### config.mk
export PLATFORM = sky130hd
export DESIGN_NAME = ram_stream_reader_flat
export DESIGN_NICKNAME = d
export VERILOG_FILES = /design/src/rtl/ram_stream_reader_if.sv /design/src/rtl/ram_stream_reader.sv /design/src/flat_wrapper.sv
export SDC_FILE = /design/constraint.sdc
export NUM_CORES = 1
export LEC_CHECK = 0
export BUFFER_PORTS_ARGS = -buffer_cell sky130_fd_sc_hd__buf_2
export CORE_MARGIN = 2
export CORE_UTILIZATION = 55
export CTS_CLUSTER_SIZE = 12
export DETAILED_ROUTE_END_ITERATION = 10
export PLACE_DENSITY = 0.88
export SLEW_MARGIN = 5
export SYNTH_ARGS = -nofsm -noshare
export SYNTH_HDL_FRONTEND = slang
export SYNTH_SLANG_ARGS = --single-unit
### constraint.sdc
create_clock -name clk -period 6.1 [get_ports clk]
set_clock_uncertainty 0.1 [all_clocks]
set_input_delay 1.22 -clock clk [delete_from_list [all_inputs] [get_ports clk]]
set_output_delay 1.22 -clock clk [all_outputs]
set_load 0.02 [all_outputs]
### src/rtl/ram_stream_reader_if.sv
// ram_stream_reader_if: RAM read port plus the valid/ready output stream.
interface ram_stream_reader_if #(
  parameter int DATA_WIDTH = 10,
  parameter int ADDR_WIDTH = 12
);
  logic                  mem_read_req;
  logic [ADDR_WIDTH-1:0] mem_read_addr;
  logic [DATA_WIDTH-1:0] mem_read_data;
  logic [DATA_WIDTH-1:0] m_data;
  logic                  m_valid;
  logic                  m_ready;
  modport master (
    output mem_read_req, mem_read_addr, m_data, m_valid,
    input  mem_read_data, m_ready
  );
  modport slave (
    input  mem_read_req, mem_read_addr, m_data, m_valid,
    output mem_read_data, m_ready
  );
endinterface

### src/rtl/ram_stream_reader.sv
// ram_stream_reader: streams num_words RAM words from base_addr with credit-limited reads.
module ram_stream_reader #(
  parameter int DATA_WIDTH   = 10,
  parameter int ADDR_WIDTH   = 12,
  parameter int READ_LATENCY = 2,
  parameter int FIFO_DEPTH   = 4
) (
  input  logic                  clk,
  input  logic                  reset,
  input  logic                  start,
  input  logic [ADDR_WIDTH-1:0] base_addr,
  input  logic [ADDR_WIDTH:0]   num_words,
  output logic                  busy,
  output logic                  done,
  ram_stream_reader_if.master   bus
);
  localparam int PW = $clog2(FIFO_DEPTH);
  localparam int CW = PW + 1;
  typedef enum logic [1:0] {IDLE, RUN, DRAIN} state_t;
  state_t                  state, state_nx;
  logic [ADDR_WIDTH-1:0]   addr;
  logic [ADDR_WIDTH:0]     remaining;
  logic [CW-1:0]           inflight, count;
  logic [READ_LATENCY-1:0] sr;
  logic [DATA_WIDTH-1:0]   fifo [FIFO_DEPTH];
  logic [PW-1:0]           wr, rd;
  logic                    req, push, pop, drained;
  assign push    = sr[READ_LATENCY-1];
  assign pop     = bus.m_valid && bus.m_ready;
  assign drained = inflight == '0 && count == '0;
  always_ff @(posedge clk or negedge reset)
    if (!reset) state <= IDLE;
    else state <= state_nx;
  always_comb begin
    state_nx = (state == IDLE && start) ? (num_words == '0 ? DRAIN : RUN)
             : (state == RUN && remaining == '0) ? DRAIN
             : (state == DRAIN && drained) ? IDLE
             : state;
  end
  // Credits cover both words in flight and words already buffered, so the FIFO cannot overflow.
  always_comb begin
    busy = state != IDLE;
    done = state == DRAIN && drained;
    req  = state == RUN && remaining != '0 &&
           ((CW+1)'(inflight) + (CW+1)'(count)) < (CW+1)'(FIFO_DEPTH);
  end
  assign bus.mem_read_req  = req;
  assign bus.mem_read_addr = addr;
  assign bus.m_valid       = count != '0;
  assign bus.m_data        = bus.m_valid ? fifo[rd] : '0;
  always_ff @(posedge clk or negedge reset)
    if (!reset) begin
      addr      <= '0;
      remaining <= '0;
      inflight  <= '0;
      count     <= '0;
      sr        <= '0;
      wr        <= '0;
      rd        <= '0;
    end else begin
      if (state == IDLE && start) begin
        addr      <= base_addr;
        remaining <= num_words;
      end else if (req) begin
        addr      <= addr + 1'b1;
        remaining <= remaining - 1'b1;
      end
      sr       <= READ_LATENCY'({sr, req});
      inflight <= inflight + CW'(req) - CW'(push);
      count    <= count + CW'(push) - CW'(pop);
      if (push) wr <= wr + 1'b1;
      if (pop) rd <= rd + 1'b1;
    end
  always_ff @(posedge clk)
    if (push) fifo[wr] <= bus.mem_read_data;
endmodule

### src/flat_wrapper.sv
// flat-port wrapper written by rule: the top's interface ports become plain ports
module ram_stream_reader_flat 
#(
  parameter int DATA_WIDTH   = 10,
  parameter int ADDR_WIDTH   = 12,
  parameter int READ_LATENCY = 2,
  parameter int FIFO_DEPTH   = 4
)
  (clk, reset, start, base_addr, num_words, busy, done, bus_mem_read_req, bus_mem_read_addr, bus_m_data, bus_m_valid, bus_mem_read_data, bus_m_ready);
  ram_stream_reader_if #(.DATA_WIDTH(DATA_WIDTH), .ADDR_WIDTH(ADDR_WIDTH)) bus_i ();
  input  logic clk;
  input  logic reset;
  input  logic start;
  input  logic [ADDR_WIDTH-1:0] base_addr;
  input  logic [ADDR_WIDTH:0] num_words;
  output logic busy;
  output logic done;
  output wire logic [$bits(bus_i.mem_read_req)-1:0] bus_mem_read_req;
  output wire logic [$bits(bus_i.mem_read_addr)-1:0] bus_mem_read_addr;
  output wire logic [$bits(bus_i.m_data)-1:0] bus_m_data;
  output wire logic [$bits(bus_i.m_valid)-1:0] bus_m_valid;
  input wire logic [$bits(bus_i.mem_read_data)-1:0] bus_mem_read_data;
  input wire logic [$bits(bus_i.m_ready)-1:0] bus_m_ready;
  assign bus_mem_read_req = bus_i.mem_read_req;
  assign bus_mem_read_addr = bus_i.mem_read_addr;
  assign bus_m_data = bus_i.m_data;
  assign bus_m_valid = bus_i.m_valid;
  assign bus_i.mem_read_data = bus_mem_read_data;
  assign bus_i.m_ready = bus_m_ready;
  ram_stream_reader #(.DATA_WIDTH(DATA_WIDTH), .ADDR_WIDTH(ADDR_WIDTH), .READ_LATENCY(READ_LATENCY), .FIFO_DEPTH(FIFO_DEPTH)) u_core (.clk(clk), .reset(reset), .start(start), .base_addr(base_addr), .num_words(num_words), .busy(busy), .done(done), .bus(bus_i));
endmodule
# Word level (Yosys, flattened, before mapping)
# Memory sizes are Yosys's and may differ from the RTL's.
# Cells that the tools add are included.
# classes
n_addsub	9
magnitude_cmp	1
n_eq_ne	2
mux	11
reduce_logical	17
# ops
op	count
$logic_not A13 Y1	2
$mux W13	2
$mux W12	2
$reduce_bool A13 Y1	1
$sub A13 B1 Y13 const B	1
$add A12 B1 Y12 const B	1
$mux W10	1
$mux W2	4
$logic_and A1 B1 Y1	7
$add A3 B1 Y3	2
$logic_not A3 Y1	2
$reduce_bool A3 Y1	2
$sub A3 B1 Y3	2
$add A2 B1 Y2 const B	2
$add A3 B3 Y4	1
$lt A4 B3 Y1 const B	1
$reduce_bool A2 Y1	2
$eq A2 B1 Y1 const B	1
$eq A2 B2 Y1 const B	1
$logic_not A2 Y1	1
$mux W1	2
# word_totals
regBits	39
mem_bits_rw	40
input_bits	39
output_inout_bits	26
word_cells	49
memories	1
# mem_list
memory	words	width	rd	rd_clocked_by_memory_dff	wr	line_no	text
u_core.fifo	4	10	1	0	1	ram_stream_reader.sv:25	logic [DATA_WIDTH-1:0] fifo [FIFO_DEPTH];

# Depth between registers and ports, before layout
# logic_depth
ltp_word	6
depth_mapped	14
mapped_depth_nobuf	12

# Least setup slack after synthesis
# No wires, ideal clock.
# synth_path
path_type	register -> output
start	reg u_core.remaining[0]
end	out bus_mem_read_req
arrival_time_ns	2.031
path_slack_ns	2.749
stages_incl_launch_ff	9
path_cell_list	dfrtp_1 -> inv_1 -> ha_1 -> or4b_4 -> nor4b_4 -> or2_1 -> buf_6 -> inv_2 -> buf_6
# synth_via
elab_chain_cells	3
# synth_rtl
element	line_no	text
start: declaration	ram_stream_reader.sv:22	logic [ADDR_WIDTH:0] remaining;
start signal: assignment	ram_stream_reader.sv:63	remaining <= num_words;
start signal: assignment	ram_stream_reader.sv:66	remaining <= remaining - 1'b1;
$reduce_bool A13 Y1	ram_stream_reader.sv:44	req = state == RUN && remaining != '0 &&
$logic_and A1 B1 Y1 (2 in a row)	ram_stream_reader.sv:44	
end: declaration	flat_wrapper.sv:18	output wire logic [$bits(bus_i.mem_read_req)-1:0] bus_mem_read_req;
# No other way between the ends.

# Final worst setup path
# Ends and elaborated chain as after synthesis.

==> impl_metrics.py <==
metrics = {
    "timing": {
        "max_freq_mhz": 256.0,
        "drv_slew": 0,
        "hold_viol_final": 0,
        "fin_crit_ps": 3907,
        "timing.final.crit_share": 0.6404,
        "fin_hold_ws_ps": 249.8,
        "rsz0062_at_grt": "false",
        "setup_viol": 0,
        "setup_tns_ps": 0,
        "maxSlewHeadroom": 0.4306,
        "worst_pin_slew_ps": 854.1,
    },
    "clocking": {
        "cts_tree": "done",
        "cts_buffer_depth": 2,
        "ctsHoldBuffers": 0,
        "cts_root_buffer": "clkbuf_8",
        "post_cts_buffers": 0,
        "cts-buffers-inserted": 9,
        "post_cts_resized": 0,
        "htreeDepth": 3,
        "clk_pin_slew_ps": 90,
        "insertion_delay_ps": 350,
        "cts.sinks": 79,
    },
    "floorplanning": {
        "ios": 65,
        "die_h_microns": 86.63,
        "rows": 30,
        "core_area_sq_um": 6681,
        "dieArea_sq_um": 7504,
        "die_w_microns": 86.63,
        "start_util": 0.5620,
    },
    "run": {
        "maxCapViolations": 0,
    },
    "power": {
        "p_leak_uw": 0.001735,
        "p_clk_frac": 0.187,
        "power_switching_uw": 771.6,
        "power_frac_seq": 0.425,
        "p_per_area_nw_per_um2": 452.3,
        "combPwrFrac": 0.388,
        "power_uw": 1949,
        "p_int_uw": 1178,
        "peakVddDrop_v": 0.0002568,
        "sw_frac_of_total": 0.3958,
    },
    "yosys": {
        "seq_area_frac_synth": 0.5798,
        "synth_edf_count": 40,
        "synth_fp_nets": 347,
        "async_reset_ff_frac": 0.4937,
        "ys_seq_elements": 79,
        "ys.warnings.count": 0,
        "avgSynthCellArea_sq_um": 12.77,
        "ys.flop_type": "edfxtp_1",
        "netlist_instances": 294,
        "synth.cell_area_sq_um": 3755,
        "ys_types": 55,
    },
    "grt": {
        "first_global_vias": 2509,
        "gr-total-overflow": 0,
        "use_met2": 0.3357,
        "global_route.usage.met3": 0.05333,
        "grtUsageMet1": 0.2534,
        "grt_max_degree": 40,
        "busiest_layer": "met2",
        "antenna_found_initial": 0,
        "grt_pass1_wl_microns": 11580,
        "grt_use_total": 0.2039,
    },
    "min_path": {
        "hold_path_class": "flop to flop",
        "min_from": "u_core.sr[0]",
    },
    "final_layout": {
        "diodes": 0,
        "layout-drive-gt1-share": 0.2822,
        "nNetsFinal": 413,
        "area_growth_pct": 14.79,
    },
    "worst_setup_path": {
        "cp-startpoint": "u_core.remaining[0]",
        "cp_max_fo": 15,
        "r2r-start": "u_core.remaining[0]",
        "cp_data_required_time_ps": 4780,
        "startpoint_type": "flop",
        "critical_path_class": "flop to output pin",
        "end_kind": "output pin",
        "worstPathArrival_ps": 2590,
    },
    "place": {
        "gp_congestion": 0.8063,
        "portBuffers": 64,
        "hpwlAfterDp_microns": 5066,
    },
    "detailed_routing": {
        "avgViaCountPerCell": 5.856,
        "wl_per_cell_microns": 16.39,
        "drt_wl_total_microns": 7295,
        "drt_first_pass_iters": 4,
        "ant_nets": 0,
        "drc": 0,
        "drt_iter0_drc": 127,
        "num_vias": 2606,
    },
    "outcome": {
        "outcome": "finished clean",
    },
}
critical path: stages (launching register included):
cell and delay (ps):
dfrtp_1 420, inv_1 70, ha_1 200, or4b_4 510, nor4b_4 510, or2_1 210
inv_2 130, buf_2 190
power groups by stage:
stage	sequential [uW]	clock (uW)	combinational (uW)
CTS	829	376	761
floorplan	825	0	566
global placement	832	0	718
global route	852	397	834
detailed placement	838	0	756
finish	829	364	756
kinds of logic after synthesis:
group                      synth area share
AOI/OAI and AO/OA                    0.1010
xor gates and xnor gates            0.02566
adders and majority gates           0.05065
buffers and inverters               0.03832
DFF                                  0.5798
muxes                               0.06265
and+or+nand+nor                      0.1420
registers in the layout, summed over array words and instances, names as in the netlist:
name,flops
u_core.state,2
u_core.remaining,13
u_core.inflight,3
u_core.rd,2
u_core.count,3
u_core.wr,2
u_core.bus.mem_read_addr,12
u_core.fifo,40
u_core.sr,2
cells in the mapped netlist (9+ instances only):
| cell type | count | area share |
|---|---|---|
| and2_1 | 18 | 0.030 |
| dfrtp_1 | 39 | 0.26 |
| edfxtp_1 | 40 | 0.32 |
| ha_1 | 12 | 0.040 |
| inv_1 | 17 | 0.017 |
| mux4_2 | 10 | 0.060 |
| nand2_1 | 16 | 0.016 |
| nand3_1 | 9 | 0.012 |
| nor2_1 | 17 | 0.017 |
| o21ai_0 | 11 | 0.015 |
| xnor2_1 | 9 | 0.021 |
metrics by stage:
step           std cells  setup WS, ps  area [sq um]  utilization
2_1_floorplan        294          2749          3755            -
3_3_place_gp         429          2651          4121       0.6169
3_5_place_dp         429          2561          4121       0.6169
4_1_cts              445          2184          4310       0.6451
5_1_grt              445          1985          4310       0.6451
6_report             445          2193          4310       0.6451
placed cells by master, fill, tap and decap left out, types with 10 or more instances in the layout:
cell type  count
edfxtp_1      40
mux4_2        10
nand2_1       16
nor2_1        17
o21ai_0       11
and2_1        18
inv_1         17
dfrtp_1       39
ha_1          12
buf_2         64
final cells by class:
class | instances | area, sq um
clock buffer | 9 | 123.9
clock inverter | 7 | 65.06
fill | 502 | 2371
inverter | 18 | 67.56
multi-input combinational | 185 | 1434
sequential | 79 | 2177
tap | 80 | 100.1
timing repair buffer | 67 | 342.8
metal layers:
layer  part of all wire  up-vias
li1                   -     1229
met1               0.43     1274
met2               0.50       90
met3              0.054       13
met4              0.019        0
met5                  0        -
final timing paths:
path | end | slack (ps) | cells after the start
max | bus_mem_read_req | 2190 | 7
min | u_core.sr[1] | 250 | 0
max reg2reg | u_core.inflight[2] | 2550 | 13
min reg2reg | u_core.sr[1] | 250 | 0
max in group asynchronous | u_core.remaining[6] | 4490 | 1
min in group asynchronous | u_core.bus.mem_read_addr[3] | 870 | 1
Note: power is estimated with default switching activity, not from simulation.
